===== config.mk =====
export PLATFORM = sky130hd
export DESIGN_NAME = tt_um_nibble_serial_adder16
export DESIGN_NICKNAME = d
export VERILOG_FILES = /design/src/rtl/nsa_pkg.sv /design/src/rtl/tt_um_nibble_serial_adder16_ks_add4_core.sv /design/src/rtl/tt_um_nibble_serial_adder16.sv
export SDC_FILE = /design/constraint.sdc
export NUM_CORES = 1
export LEC_CHECK = 0
export CELL_PAD_IN_SITES_DETAIL_PLACEMENT = 2
export CELL_PAD_IN_SITES_GLOBAL_PLACEMENT = 2
export CORE_MARGIN = 5
export CORE_UTILIZATION = 34
export CTS_CLUSTER_SIZE = 16
export DETAILED_ROUTE_END_ITERATION = 8
export PLACE_DENSITY = 0.78
export SLEW_MARGIN = 40
export SYNTH_ARGS = -nofsm -noshare
export SYNTH_HDL_FRONTEND = slang
export SYNTH_SLANG_ARGS = --single-unit
export TNS_END_PERCENT = 5

===== constraint.sdc =====
create_clock -name clk -period 2.9 [get_ports clk]
set_clock_uncertainty 0.15 [all_clocks]
set_input_delay 0.29 -clock clk [delete_from_list [all_inputs] [get_ports clk]]
set_output_delay 0.29 -clock clk [all_outputs]
set_load 0.02 [all_outputs]

===== src/rtl/nsa_pkg.sv =====
// Shared types and constants for the nibble-serial adder.
// FSM encoding, operand byte selects and the default pass count.
package nsa_pkg;

    typedef enum logic [1:0] {
        ST_IDLE = 2'd0,
        ST_ADD  = 2'd1,
        ST_DONE = 2'd2
    } nsa_state_e;

    localparam logic [1:0] SEL_A_LO = 2'd0;
    localparam logic [1:0] SEL_A_HI = 2'd1;
    localparam logic [1:0] SEL_B_LO = 2'd2;
    localparam logic [1:0] SEL_B_HI = 2'd3;

    localparam int NSA_NIBBLES_DEF = 4;

endpackage


===== src/rtl/tt_um_nibble_serial_adder16_ks_add4_core.sv =====
// Combinational 4-bit Kogge-Stone adder with carry-in.
// Two prefix levels (distance 1, then 2) over generate/propagate pairs.
module ks_add4_core (
    input  logic [3:0] a,
    input  logic [3:0] b,
    input  logic       cin,
    output logic [3:0] sum,
    output logic       cout
);

    logic [3:0] w_g0;
    logic [3:0] w_p0;
    logic [3:0] w_g1;
    logic [3:0] w_p1;
    logic [3:0] w_g2;
    logic [3:0] w_c;

    assign w_g0 = a & b;
    assign w_p0 = a ^ b;

    // Carry-in folded into bit 0 so prefix G[i] means carry out of bit i
    assign w_g1[0] = w_g0[0] | (w_p0[0] & cin);
    assign w_p1[0] = w_p0[0];
    assign w_g1[1] = w_g0[1] | (w_p0[1] & w_g1[0]);
    assign w_p1[1] = w_p0[1] & w_p0[0];
    assign w_g1[2] = w_g0[2] | (w_p0[2] & w_g0[1]);
    assign w_p1[2] = w_p0[2] & w_p0[1];
    assign w_g1[3] = w_g0[3] | (w_p0[3] & w_g0[2]);
    assign w_p1[3] = w_p0[3] & w_p0[2];

    assign w_g2[0] = w_g1[0];
    assign w_g2[1] = w_g1[1];
    assign w_g2[2] = w_g1[2] | (w_p1[2] & w_g1[0]);
    assign w_g2[3] = w_g1[3] | (w_p1[3] & w_g1[1]);

    assign w_c  = {w_g2[2:0], cin};
    assign sum  = w_p0 ^ w_c;
    assign cout = w_g2[3];

endmodule


===== src/rtl/tt_um_nibble_serial_adder16.sv =====
// Nibble-serial adder: one 4-bit Kogge-Stone pass per clock, LSB first.
// Define NSA_ACCUM_EN to copy each finished sum back into operand A.
module tt_um_nibble_serial_adder16
    import nsa_pkg::*;
#(
    parameter int NIBBLES = NSA_NIBBLES_DEF
) (
    input  logic       clk,
    input  logic       rst_n,
    input  logic       ena,
    input  logic [7:0] ui_in,
    input  logic [7:0] uio_in,
    output logic [7:0] uo_out,
    output logic [7:0] uio_out,
    output logic [7:0] uio_oe
);

    localparam logic [1:0] LAST_IDX = 2'(NIBBLES - 1);
    localparam bit         HI_EN    = (NIBBLES == 4);

    nsa_state_e  r_state;
    nsa_state_e  w_next;
    logic [15:0] r_a;
    logic [15:0] r_b;
    logic [15:0] r_sum;
    logic [15:0] w_sum_next;
    logic [1:0]  r_idx;
    logic        r_carry;
    logic        r_cout;
    logic        r_start_q;
    logic [3:0]  w_nib_a;
    logic [3:0]  w_nib_b;
    logic [3:0]  w_nib_s;
    logic        w_nib_c;
    logic        w_start_req;
    logic        w_load;
    logic        w_last;
    logic        w_busy;
    logic        w_done;
    logic [1:0]  w_sel;
    logic        w_unused;

    assign w_unused    = &{1'b0, ena, uio_in[7:5]};
    assign w_sel       = uio_in[2:1];
    assign w_start_req = uio_in[3] & ~r_start_q;
    assign w_load      = uio_in[0] && (r_state != ST_ADD);
    assign w_last      = (r_idx == LAST_IDX);
    assign w_nib_a     = r_a[{r_idx, 2'b00} +: 4];
    assign w_nib_b     = r_b[{r_idx, 2'b00} +: 4];

    ks_add4_core u_add (
        .a    (w_nib_a),
        .b    (w_nib_b),
        .cin  (r_carry),
        .sum  (w_nib_s),
        .cout (w_nib_c)
    );

    always_comb begin
        w_sum_next = r_sum;
        w_sum_next[{r_idx, 2'b00} +: 4] = w_nib_s;
    end

    always_ff @(posedge clk or negedge rst_n) begin
        if (!rst_n) r_state <= ST_IDLE;
        else        r_state <= w_next;
    end

    always_comb begin
        w_next = r_state;
        case (r_state)
            ST_IDLE, ST_DONE: if (w_start_req) w_next = ST_ADD;
            ST_ADD:           if (w_last)      w_next = ST_DONE;
            default:          w_next = ST_IDLE;
        endcase
    end

    always_comb begin
        w_busy = (r_state == ST_ADD);
        w_done = (r_state == ST_DONE);
    end

    always_ff @(posedge clk or negedge rst_n) begin
        if (!rst_n) begin
            r_a       <= '0;
            r_b       <= '0;
            r_sum     <= '0;
            r_idx     <= '0;
            r_carry   <= 1'b0;
            r_cout    <= 1'b0;
            r_start_q <= 1'b0;
        end else begin
            r_start_q <= uio_in[3];
            if (w_start_req && r_state != ST_ADD) begin
                r_sum   <= '0;
                r_idx   <= '0;
                r_carry <= 1'b0;
                r_cout  <= 1'b0;
            end else if (r_state == ST_ADD) begin
                r_sum   <= w_sum_next;
                r_carry <= w_nib_c;
                r_idx   <= r_idx + 2'd1;
                if (w_last) r_cout <= w_nib_c;
            end
            // Load lands in the same edge as a start; ADD reads it next edge
            if (w_load) begin
                case (w_sel)
                    SEL_A_LO: r_a[7:0] <= ui_in;
                    SEL_A_HI: if (HI_EN) r_a[15:8] <= ui_in;
                    SEL_B_LO: r_b[7:0] <= ui_in;
                    SEL_B_HI: if (HI_EN) r_b[15:8] <= ui_in;
                    default: ;
                endcase
            end
`ifdef NSA_ACCUM_EN
            if (r_state == ST_ADD && w_last) r_a <= w_sum_next;
`endif
        end
    end

    assign uo_out  = uio_in[4] ? r_sum[15:8] : r_sum[7:0];
    assign uio_out = {r_cout, w_done, w_busy, 5'b00000};
    assign uio_oe  = 8'hE0;

endmodule

==> out/summary.txt <==
Cell variety after synth = 36
Initial Utilization = 35.1%
Vias in the first global route = 1,863
Worst min-delay path category = input port to flip-flop
Largest net degree at the start of global routing = 33
Crit-path cells = mux4_2 > fa_1 > fa_1 > a21o_1 > a21o_1 > a32o_1
Slew Viols, Final = 0
CORE AREA = 7770 um^2
Multi-input gate area = 1230 um^2
Clock transition at path regs = 100 ps
Layout Area Growth over Synthesis = 15.6%
Setup TNS = 0 ps
R2R depth = 6
Clk_lat worst skew = 310 ps
Worst r2r src = r_idx[0]$_DFFE_PN0P_
1st-iter DRT viols = 22
CTS tree = built
Hold Vio Cnt, Final = 0
Post-synth top flop = dfrtp_1
CTS Root Cell = clkbuf_8
Grt ovf = 0
Power Total = 3.67 mW
Via count = 1,642
Row cnt = 32
Post-synth EDFFs = 0
Achievable Freq = 0.362 GHz
Synth Register Bits = 55
Pwr dens = 1160 nW/um^2
Crit-path max cell delay = 550 ps
Worst Setup Start Kind = flip-flop
PortBufs = 25
Layout fillers = 800
H-tree depth = 2
Antenna violations before repair = 0
Setup CP Type = flip-flop to flip-flop
Mapped Avg Cell Area = 14.4 um^2
Number of routed nets with antenna violations = 0
Final Cycle Share = 95.3%
Post-synth ARST share = 100%
Min Tclk post-route = 2760 ps
Worst EP arrival = 2830 ps
Die Area = 9910 um^2
Worst Tran Pin Value = 747 ps
Final wirelength = 6010 um
Yosys warnings = 0
CP Capture Type = flip-flop
Cells after Synth = 189
Die Wd = 99.5 um
GPL Wtd Cong = 0.716
Seq/Total Area, Yosys = 50.5%
Run status = finished clean
Share of post-route cells with drive strength above 1 = 31.1%
Setup bufs post-CTS = 0
Peak VDD IR = 0.000419 V
Leak pwr = 1.39 nW
CTS sink count = 55
Cell area after synthesis = 2730 um^2
Post-CTS sizing = 0
Worst Setup EP = r_cout$_DFFE_PN0P_
Critical path peak fanout = 4
Drt drc = 0
FF+latch area = 1380 um^2
Gr usage total = 12.8%
TritonRoute pass-1 iters = 4
Reg-to-reg slack, setup = 140 ps
Fin nets = 249
Required @ worst endpoint = 2960 ps
Top Ports = 43
Detailed Place HPWL = 4600 um
Rel. slew slack = 49.7%
N_diodes = 0
First-pass GRT wire length = 9960 um
Crit path from = r_idx[0]$_DFFE_PN0P_
Clk buf depth = 2
CTS buffer count = 5
CP max stage cell = mux4_2
Setup violators final = 0
Max-cap violations = 0
Wire length per cell = 18.5 um
Via density = 5.07
Reg2reg end = r_cout$_DFFE_PN0P_
Die Span Y = 99.5 um
RSZ-0062 raised after global routing = false
-- Yosys cell counts (2+ instances only) --
cell      count  area [um^2]
mux2i_1       3         30.0
ha_1          7         87.6
conb_1        2         7.51
nor2b_1       2         12.5
buf_4        17          128
mux4_2        8          180
nor4b_1       2         17.5
mux2_2       40          450
nor2_1        2         7.51
inv_1         3         11.3
dfrtp_1      55         1380
clkbuf_1      2         7.51
a32o_1        5         50.1
nand2_1       3         11.3
a22o_1       14          123
fa_1          2         40.0
nand2b_1      2         12.5
a21o_1        2         15.0
-- state kept, by name, summed over array words and instances, names as in the netlist --
| register | count |
|---|---|
| r_a | 16 |
| r_b | 16 |
| r_sum | 16 |
| r_idx | 2 |
| r_state | 2 |
| r_carry | 1 |
| r_cout | 1 |
| r_start_q | 1 |
-- kinds of logic (layout without fill, tap and decap cells) --
logic type / after synthesis / count (layout) / share of synthesized area [%]
flops: 55 / 55 / 50.5
xor+xnor: 1 / 1 / 0.321
other cells: 2 / 13 / 0.276
fa+ha+maj: 9 / 9 / 4.68
compound gates: 26 / 26 / 8.13
simple gates: 21 / 21 / 6.15
buf+inv: 24 / 46 / 5.69
mux: 51 / 51 / 24.2
-- critical path, delay by kind of cell (launching register included) --
| family | cells | cell delay, ps |
|---|---|---|
| compound gates | 3 | 630 |
| mux | 1 | 550 |
| flops | 1 | 450 |
| fa+ha+maj | 2 | 880 |
-- cell usage in the layout, fill, tap and decap left out, drive strengths merged, types with 2 or more instances in the layout --
| cell type | count |
|---|---|
| conb | 13 |
| a21o | 2 |
| buf | 9 |
| fa | 2 |
| dfrtp | 55 |
| clkdlybuf4s50 | 24 |
| ha | 7 |
| mux2 | 40 |
| clkbuf | 7 |
| nor4b | 3 |
| inv | 4 |
| nand2 | 3 |
| nand2b | 3 |
| a32o | 5 |
| nor2 | 2 |
| mux4 | 8 |
| a22o | 14 |
| nand4b | 2 |
| nor2b | 2 |
| mux2i | 3 |
-- power by group --
part / total [mW] / internal, mW / switching (mW)
Sequential: 1.32 / 1.11 / 0.213
Clock: 0.413 / 0.170 / 0.243
Combinational: 1.94 / 0.948 / 0.990
-- metal layers --
metal	global-route usage [%]	vias to the layer above	wire (um)
li1	-	742	-
met1	15.7	869	2630
met2	22.5	26	3120
met3	2.95	5	183
met4	3.47	0	73
met5	0	-	0
-- area by class of cell --
| cell class | count | share of cell area (%) |
|---|---|---|
| inverters | 4 | 0.477 |
| flip-flops and latches | 55 | 43.7 |
| clock buffers | 7 | 2.42 |
| repair buffers | 34 | 10.0 |
| clock inverters | 1 | 0.159 |
| multi-input cells | 121 | 39.2 |
| well taps | 102 | 4.05 |
-- per-stage QoR --
step / utilization (%) / instance area, um^2 / setup WS (ps) / hold WS (ps) / cells
after floorplan: - / 2770 / 21.3 / -156 / 200
after CTS: 40.6 / 3150 / 112 / 302 / 324
after detailed placement: 39.4 / 3060 / 129 / 158 / 315
final: 40.6 / 3150 / 136 / 311 / 324
after global routing: 40.6 / 3150 / 35.9 / 315 / 324
after global placement: 39.4 / 3060 / 168 / 152 / 315
-- worst min path at each step --
stage / startpoint / slack [ps] / to / depth (start not counted)
after floorplan: rst_n / -160 / r_a[0]$_DFFE_PN0P_ / 0
after global placement: rst_n / 150 / r_state[0]$_DFFE_PN0P_ / 2
after detailed placement: rst_n / 160 / r_state[1]$_DFFE_PN0P_ / 2
after CTS: uio_in[3] / 300 / r_start_q$_DFF_PN0_ / 1
after global routing: uio_in[3] / 320 / r_start_q$_DFF_PN0_ / 1
final: uio_in[3] / 310 / r_start_q$_DFF_PN0_ / 1
-- what timing repair did --
action                     CTS  global route
hold endpoints to repair    55             0
hold buffers                 1             0
setup endpoints to repair    0             0
(Power assumes the default switching activity.)
